[src/rtl/motion_pkg.sv]
// Shared motion-path definitions: field widths, PWM step count, straight-ahead
// direction code, motor state enum and the duty saturation helper.
package motion_pkg;

    localparam int unsigned SPEED_W            = 4;
    localparam int unsigned DIR_W              = 4;
    localparam int unsigned PWM_STEPS          = 15;
    localparam int unsigned CENTER_DIR_DEFAULT = 8;
    localparam int unsigned MIX_W              = 6;

    typedef enum logic {
        IDLE,
        RUN
    } motor_state_t;

    // Clip a signed mix result into a duty; MSB of the result is the clip flag.
    function automatic logic [SPEED_W:0] sat_duty(input logic signed [MIX_W-1:0] raw);
        logic [SPEED_W:0] res;
        if (raw < 0) begin
            res = {1'b1, {SPEED_W{1'b0}}};
        end else if (raw > MIX_W'($signed(PWM_STEPS))) begin
            res = {1'b1, {SPEED_W{1'b1}}};
        end else begin
            res = {1'b0, raw[SPEED_W-1:0]};
        end
        return res;
    endfunction

endpackage

[src/rtl/drive_mixer.sv]
// Differential mixer: steers speed by the signed direction offset into
// saturated left/right duties plus per-wheel clip flags. Purely combinational.
module drive_mixer
    import motion_pkg::*;
#(
    parameter int unsigned CENTER_DIR = CENTER_DIR_DEFAULT
) (
    input  logic [SPEED_W-1:0] speed,
    input  logic [DIR_W-1:0]   dir,
    output logic [SPEED_W-1:0] duty_l,
    output logic [SPEED_W-1:0] duty_r,
    output logic               sat_l,
    output logic               sat_r
);

    logic signed [MIX_W-1:0] off;
    logic signed [MIX_W-1:0] raw_l;
    logic signed [MIX_W-1:0] raw_r;
    logic [SPEED_W:0]        res_l;
    logic [SPEED_W:0]        res_r;

    always_comb begin
        off   = $signed({{(MIX_W-DIR_W){1'b0}}, dir}) - $signed(MIX_W'(CENTER_DIR));
        raw_l = $signed({{(MIX_W-SPEED_W){1'b0}}, speed}) + off;
        raw_r = $signed({{(MIX_W-SPEED_W){1'b0}}, speed}) - off;
        res_l = sat_duty(raw_l);
        res_r = sat_duty(raw_r);
    end

    assign duty_l = res_l[SPEED_W-1:0];
    assign sat_l  = res_l[SPEED_W];
    assign duty_r = res_r[SPEED_W-1:0];
    assign sat_r  = res_r[SPEED_W];

endmodule

[src/rtl/motor_pwm_driver.sv]
// Left/right motor PWM generator. Duties are latched from the mixer only on
// enable and on period wrap, so each PWM period is glitch-free.
module motor_pwm_driver
    import motion_pkg::*;
#(
    parameter int unsigned PRESCALE   = 4,
    parameter int unsigned CENTER_DIR = CENTER_DIR_DEFAULT
) (
    input  logic               clk,
    input  logic               rst,
    input  logic               en,
    input  logic [SPEED_W-1:0] speed_i,
    input  logic [DIR_W-1:0]   dir_i,
    output logic               pwm_l,
    output logic               pwm_r,
    output logic               period_start,
    output logic               sat_l,
    output logic               sat_r
);

    localparam int unsigned     PRE_W   = (PRESCALE > 1) ? $clog2(PRESCALE) : 1;
    localparam logic [PRE_W-1:0] PRE_MAX = PRE_W'(PRESCALE - 1);
    localparam logic [3:0]       CNT_MAX = 4'(PWM_STEPS - 1);

    logic [SPEED_W-1:0] mix_duty_l, mix_duty_r;
    logic               mix_sat_l, mix_sat_r;

    drive_mixer #(
        .CENTER_DIR(CENTER_DIR)
    ) u_mixer (
        .speed (speed_i),
        .dir   (dir_i),
        .duty_l(mix_duty_l),
        .duty_r(mix_duty_r),
        .sat_l (mix_sat_l),
        .sat_r (mix_sat_r)
    );

    motor_state_t       state_q, state_d;
    logic [PRE_W-1:0]   pre_q, pre_d;
    logic [3:0]         cnt_q, cnt_d;
    logic [SPEED_W-1:0] duty_l_q, duty_l_d, duty_r_q, duty_r_d;
    logic               sat_l_q, sat_l_d, sat_r_q, sat_r_d;
    logic               pwm_l_q, pwm_l_d, pwm_r_q, pwm_r_d;
    logic               ps_q, ps_d;
    logic               load;

    always_comb begin
        state_d  = state_q;
        pre_d    = pre_q;
        cnt_d    = cnt_q;
        duty_l_d = duty_l_q;
        duty_r_d = duty_r_q;
        sat_l_d  = sat_l_q;
        sat_r_d  = sat_r_q;
        load     = 1'b0;

        unique case (state_q)
            IDLE: begin
                pre_d = '0;
                cnt_d = '0;
                if (en) begin
                    state_d = RUN;
                    load    = 1'b1;
                end
            end
            RUN: begin
                // Disable takes priority over a coincident period wrap.
                if (!en) begin
                    state_d = IDLE;
                    pre_d   = '0;
                    cnt_d   = '0;
                end else if (pre_q == PRE_MAX) begin
                    pre_d = '0;
                    if (cnt_q == CNT_MAX) begin
                        cnt_d = '0;
                        load  = 1'b1;
                    end else begin
                        cnt_d = cnt_q + 4'd1;
                    end
                end else begin
                    pre_d = pre_q + PRE_W'(1);
                end
            end
        endcase

        if (load) begin
            duty_l_d = mix_duty_l;
            duty_r_d = mix_duty_r;
            sat_l_d  = mix_sat_l;
            sat_r_d  = mix_sat_r;
        end

        // Outputs are registered from next-state so they line up with the counters.
        pwm_l_d = (state_d == RUN) && (cnt_d < duty_l_d);
        pwm_r_d = (state_d == RUN) && (cnt_d < duty_r_d);
        ps_d    = (state_d == RUN) && (cnt_d == '0) && (pre_d == '0);
    end

    always_ff @(posedge clk or posedge rst) begin
        if (rst) begin
            state_q  <= IDLE;
            pre_q    <= '0;
            cnt_q    <= '0;
            duty_l_q <= '0;
            duty_r_q <= '0;
            sat_l_q  <= 1'b0;
            sat_r_q  <= 1'b0;
            pwm_l_q  <= 1'b0;
            pwm_r_q  <= 1'b0;
            ps_q     <= 1'b0;
        end else begin
            state_q  <= state_d;
            pre_q    <= pre_d;
            cnt_q    <= cnt_d;
            duty_l_q <= duty_l_d;
            duty_r_q <= duty_r_d;
            sat_l_q  <= sat_l_d;
            sat_r_q  <= sat_r_d;
            pwm_l_q  <= pwm_l_d;
            pwm_r_q  <= pwm_r_d;
            ps_q     <= ps_d;
        end
    end

    assign pwm_l        = pwm_l_q;
    assign pwm_r        = pwm_r_q;
    assign period_start = ps_q;
    assign sat_l        = sat_l_q;
    assign sat_r        = sat_r_q;

endmodule

[config.mk]
export PLATFORM = sky130hd
export DESIGN_NAME = motor_pwm_driver
export DESIGN_NICKNAME = d
export VERILOG_FILES = /design/src/rtl/motion_pkg.sv /design/src/rtl/drive_mixer.sv /design/src/rtl/motor_pwm_driver.sv
export SDC_FILE = /design/constraint.sdc
export NUM_CORES = 1
export LEC_CHECK = 0
export BUFFER_PORTS_ARGS = -buffer_cell sky130_fd_sc_hd__buf_2
export CAP_MARGIN = 40
export CORE_ASPECT_RATIO = 0.75
export CORE_MARGIN = 2
export CORE_UTILIZATION = 35
export CTS_CLUSTER_SIZE = 10
export DETAILED_ROUTE_END_ITERATION = 8
export GPL_TIMING_DRIVEN = 1
export PLACE_DENSITY = 0.57
export SLEW_MARGIN = 20
export SYNTH_ARGS = -nofsm -noshare
export SYNTH_HDL_FRONTEND = slang
export SYNTH_HIERARCHICAL = 1
export SYNTH_SLANG_ARGS = --single-unit
[constraint.sdc]
create_clock -name clk -period 2.01 [get_ports clk]
set_clock_uncertainty 0.1 [all_clocks]
set_input_delay 0.3015 -clock clk [delete_from_list [all_inputs] [get_ports clk]]
set_output_delay 0.3015 -clock clk [all_outputs]
set_load 0.1 [all_outputs]
==> out/metrics.yaml, run 1 <==
hold_depth: 2
antenna_found_initial: 0
drt_iter0_markers: 80
fin_crit_sh_pct: 116
ir_drop_mv: 0.702
layout-drive-gt1-share_pct: 51.4
die_area_um2: 4870
synth_cells: 151
setup_viol: 3
path_max_fanout: 4
critical_path.slowest_cell: "or3_4"
cp_slowest_stage_delay_ns: 0.40
synth_nets: 181
status: "finished, violations left"
p_leak_uw: 0.00114
path_cells: "buf_2, inv_1, ha_2, a21o_1, or3_4, a22oi_2, mux2i_2, ha_1, a211oi_2, and3b_1, a21bo_1"
vias: 1314
pre_cts_ws_ns: -0.764
yosys-top-cells-area: "dfrtp_1 33%, ha_1 14%, inv_1 4.5%, mux2i_1 4.0%, a211oi_1 3.5%"
coreArea_um2: 4100
hold_start: "en"
htree_levels: 1
tightest_slew_ns: 0.487
yosys_register_bits: 20
reg2reg_from: "pre_q[0]$_DFF_PP0_"
min_to: "state_q$_DFF_PP0_"
core.rowCount: 20
yosys-top-cells-count: "20 x dfrtp_1, 18 x inv_1, 17 x ha_1, 9 x nor2_1, 8 x a21oi_1"
hpwlAfterDp_um: 2610
areaGrowthSynthToFinish_pct: 54.8
synth_edf_count: 0
ys_types: 43
wl_per_cell_um: 13.7
start_util_pct: 36.9
dr.pass1.iters: 4
numCtsBuffers: 3
path_class: "in2reg"
grt_pass1_vias: 1312
dieWidth_um: 79.9
setup_tns_ns: -0.917
root_buffer: "clkbuf_8"
clkSinkCount: 20
port_buffers: 15
post-synth-top-count-cell: "dfrtp_1"
p_per_area_nw_per_um2: 655
end_kind: "flip-flop"
hold_viol_final: 0
grtUsageTotal_pct: 16.0
global_route.overflow_total: 0
cap_violations: 0
maxSlewHeadroom_pct: 67.8
routed_wl_um: 3750
finalMaxSlewViolations: 0
crit_path_start_kind: "input port"
drcViolationCount: 0
ys_async_sr_fraction_pct: 100
r2r_setup_slack_ns: -0.27
rsz0062_at_grt: "yes"
viasPerCell: 4.81
ys_seq_area_share_pct: 33.1
path_clk_slew_ns: 0.07
yosys_warnings: 6
fin_ws_ns: -0.326
grt_start_max_net_pins: 21
gp_congestion: 0.801
die_y_um: 60.9
cp.required_ns: 2.12
syn-cell-area_um2: 1510
timing.rr.end: "pwm_r$_DFF_PP0_"
synth.top_cell.area_share_pct: 33.1
worst_hold_path_type: "in2reg"
drtAntennaViolNets: 0
clock_path_buffers: 2
fin_crit_ns: 2.34
worstSkewPairLatency_ns: 0.26
cts_tree: "yes"
reg2regPathDepth: 9
n_antenna_cell: 0
io_pins: 16
fmax_mhz: 428
grt_pass1_wl_um: 6030
arrival_ns: 2.44
fin_nets: 249
synth_top_area_cell: "dfrtp_1"
synth.avg_cell_area_um2: 10.0
violations: "negative setup slack"
synthFlopType: "dfrtp_1"
hold_ws_ns: 0.215
[worst max-delay path, delay by kind of cell]
family / cells / cell delay, ns
buffers and inverters: 2 / 0.19
AOI/OAI and AO/OA: 4 / 0.73
adders and majority gates: 2 / 0.54
and+or+nand+nor: 2 / 0.59
muxes: 1 / 0.11
[power breakdown]
group          switching (uW)  internal, uW  leakage, uW  total [uW]
sequential               20.3           464     0.000250         484
clock                     134           174    0.0000288         309
combinational             397           344     0.000864         741
[state kept, by name, indices dropped and copies added, names as in the netlist]
register      count
pwm_r             1
duty_l_q          4
sat_r             1
cnt_q             4
state_q           1
pwm_l             1
sat_l             1
duty_r_q          4
period_start      1
pre_q             2
[repair_timing]
| action | CTS | global route |
|---|---|---|
| buffers inserted | 7 | 6 |
| hold buffers | 0 | 1 |
| cloned | 0 | 0 |
| hold endpoints to repair | 0 | 4 |
| resized for setup | 33 | 15 |
| setup endpoints to repair | 3 | 3 |
| pin swaps | 7 | 5 |
[routing by layer]
metal	global-route usage (%)	vias to the layer above	part of all wire (%)
li1	-	660	-
met1	22.4	634	50
met2	26.5	16	47
met3	3.57	4	2.5
met4	2.18	0	1.2
met5	0	-	0
[layout by cell type, fill, tap and decap left out, types with 4 or more instances in the layout]
cell type  count
clkbuf_8       4
buf_4         44
ha_1           9
o21ai_1        4
a21oi_1        7
ha_4           6
nand2_1        5
buf_2         11
nor2_1         9
inv_1         15
a211oi_2       7
mux2i_1        5
buf_6          9
dfrtp_1       20
[area by class of cell]
cell class                 count  area (um2)
tap                           55        68.8
clock buffer                   4        55.1
multi-input combinational    108        1110
sequential                    20         500
timing repair buffer          67         532
fill                         343        1760
inverter                      19        78.8
[worst max path at each step]
stage                             startpoint         endpoint  slack, ns  cells after the start
after detailed placement          speed_i[0]  pwm_r$_DFF_PP0_      -0.76                     13
after floorplan                   speed_i[0]  pwm_r$_DFF_PP0_      -0.41                     12
after global placement            speed_i[0]  pwm_r$_DFF_PP0_      -0.71                     13
after global routing              speed_i[0]  pwm_l$_DFF_PP0_      -0.43                     12
after CTS                 pre_q[0]$_DFF_PP0_  pwm_r$_DFF_PP0_      -0.31                      9
final                             speed_i[3]  pwm_r$_DFF_PP0_      -0.33                     11
[through the flow]
stage | instances | area, um2 | util (%) | power [uW]
CTS | 265 | 2200 | 53.6 | 1450
finish | 273 | 2340 | 57.1 | 1530
detailed placement | 255 | 1960 | 47.9 | 1060
global route | 273 | 2340 | 57.1 | 1620
floorplan | 151 | 1580 | - | 890
global placement | 255 | 1960 | 47.9 | 1050
[cell families after synthesis]
logic type	synth area share [%]
DFF	33.1
xor gates and xnor gates	4.55
muxes	7.44
and+or+nand+nor	13.6
adders and majority gates	16.7
buffers and inverters	7.44
AOI/OAI and AO/OA	17.1
No activity file was read; power rests on OpenSTA's default activity.
==> inputs of run 2 (changes only) <==
- PLACE_DENSITY: 0.57 -> unset
- SLEW_MARGIN: 20 -> unset
==> run 2 against run 1 <==
The run still ends with negative setup slack left. Fmax down 0.72%. Sequential share of layout area up 1.4 points. Combinational power down 13%. Final cell count down 2.9%. Via count down 1.3%. Setup slack worse by 0.017 ns. Hold slack worse by 0.16 ns. Non-clock buffer count down 8. Critical path depth up 2.
==> out/metrics.yaml, run 2 (same netlist as run 1, synthesis figures left out) <==
status: "finished, violations left"
violations: "negative setup slack"
coreArea_um2: 4100
hpwlAfterDp_um: 2730
drcViolationCount: 0
wl_per_cell_um: 12.8
port_buffers: 15
die_area_um2: 4870
areaGrowthSynthToFinish_pct: 45.3
drtAntennaViolNets: 0
routed_wl_um: 3400
crit_path_start_kind: "input port"
grtUsageTotal_pct: 14.7
clock_path_buffers: 2
path_clk_slew_ns: 0.07
grt_pass1_wl_um: 5610
p_leak_uw: 0.00110
vias: 1297
tightest_slew_ns: 0.736
fmax_mhz: 425
gp_congestion: 0.830
cap_violations: 0
fin_ws_ns: -0.343
path_max_fanout: 5
io_pins: 16
grt_start_max_net_pins: 21
clkSinkCount: 20
cp_top_family: "adder cells"
instances_no_fill: 265
drt_iter0_markers: 52
fin_crit_ns: 2.35
cp.required_ns: 2.11
start_util_pct: 36.9
worst_hold_path_type: "in2async"
root_buffer: "clkbuf_8"
cts_tree: "yes"
finalMaxSlewViolations: 0
n_antenna_cell: 0
path_class: "in2reg"
r2r_setup_slack_ns: -0.16
grt_pass1_vias: 1282
fin_crit_sh_pct: 117
num-fill-cells: 374
cp_slowest_stage_delay_ns: 0.35
arrival_ns: 2.45
mostFrequentLayoutCells: "44 x buf_4, 20 x dfrtp_1, 16 x inv_1"
critPathBufInv: 2
layout-drive-gt1-share_pct: 45.2
utilization_pct: 53.6
dr.pass1.iters: 4
htree_levels: 1
reg_top3: "cnt_q: 4 flops, duty_l_q: 4 flops, duty_r_q: 4 flops"
global_route.overflow_total: 0
critical_path.slowest_cell: "fa_2"
dieWidth_um: 79.9
path_cells: "buf_12, inv_8, ha_4, fa_2, nand2b_4, a21oi_4, xnor2_4, a22oi_2, mux2i_1, ha_1, a211oi_2, and3b_1, a21bo_1"
fin_nets: 241
p_total_uw: 1430
numCtsBuffers: 3
worstSkewPairLatency_ns: 0.25
layout_commonest_cell: "buf_4"
hold_viol_final: 0
die_y_um: 60.9
setup_tns_ns: -0.707
p_per_area_nw_per_um2: 650
rsz0062_at_grt: "yes"
viasPerCell: 4.89
end_kind: "flip-flop"
antenna_found_initial: 0
maxSlewHeadroom_pct: 50.9
setup_viol: 3
placedCellCount: 257
core.rowCount: 20
ir_drop_mv: 0.309
## run 2: cell types whose count changed in the layout (fill, tap and decap cells not counted), sizes merged
cell         previous run  this run
buf                    66        59
dlygate4sd3             1         0
## run 2: path summary, 6_finish.rpt
kind	cells after the start	startpoint	to
max in group asynchronous	2	rst	sat_l$_DFFE_PP0N_
min in group clk	2	en	state_q$_DFF_PP0_
max	13	speed_i[0]	pwm_r$_DFF_PP0_
min	2	rst	cnt_q[2]$_DFF_PP0_
max reg2reg	10	pre_q[0]$_DFF_PP0_	pwm_r$_DFF_PP0_
min reg2reg	1	duty_l_q[0]$_DFF_PP0_	duty_l_q[0]$_DFF_PP0_
## run 2: timing repair
item                       4_1_cts  5_1_grt
setup endpoints to repair        3        3
hold buffers                     0        0
buffers inserted                 4        1
pin swaps                        9        4
gates resized for setup         21        9
cloned                           0        0
## run 2: layout make-up
type / instances / area (um2) / share of cell area (%)
well taps: 55 / 68.8 / 3.13
multi-input cells: 108 / 1060 / 48.0
flip-flops and latches: 20 / 500 / 22.8
clock buffers: 4 / 55.1 / 2.50
repair buffers: 59 / 439 / 20.0
inverters: 19 / 78.8 / 3.59
## run 2: through the flow
step / hold slack (ns) / cell area [um2] / worst slack [ns]
3_3_place_gp: 0.352 / 1980 / -0.648
2_1_floorplan: 0.165 / 1580 / -0.413
6_report: 0.0568 / 2200 / -0.343
5_1_grt: 0.125 / 2200 / -0.459
4_1_cts: 0.0900 / 2140 / -0.373
3_5_place_dp: 0.373 / 1980 / -0.751
## run 2: power breakdown
part | total, uW | internal (uW) | switching [uW]
logic | 647 | 280 | 366
clock network | 299 | 174 | 125
registers | 484 | 464 | 19.7
total | 1430 | 919 | 511
## run 2: routing by layer
| layer | global-route usage [%] | routed length, um | vias to the layer above |
|---|---|---|---|
| li1 | - | - | 645 |
| met1 | 19.1 | 1580 | 637 |
| met2 | 26.8 | 1720 | 15 |
| met3 | 2.98 | 95 | 0 |
| met4 | 1.45 | 0 | 0 |
| met5 | 0 | 0 | - |
## run 2: worst reg2reg max path, delay by kind of cell (launching register included)
family	cells	cell delay, ns
and+or+nand+nor	2	0.30
adders and majority gates	2	0.38
buffers and inverters	2	0.34
AOI/OAI and AO/OA	3	0.33
DFF	1	0.36
muxes	1	0.27
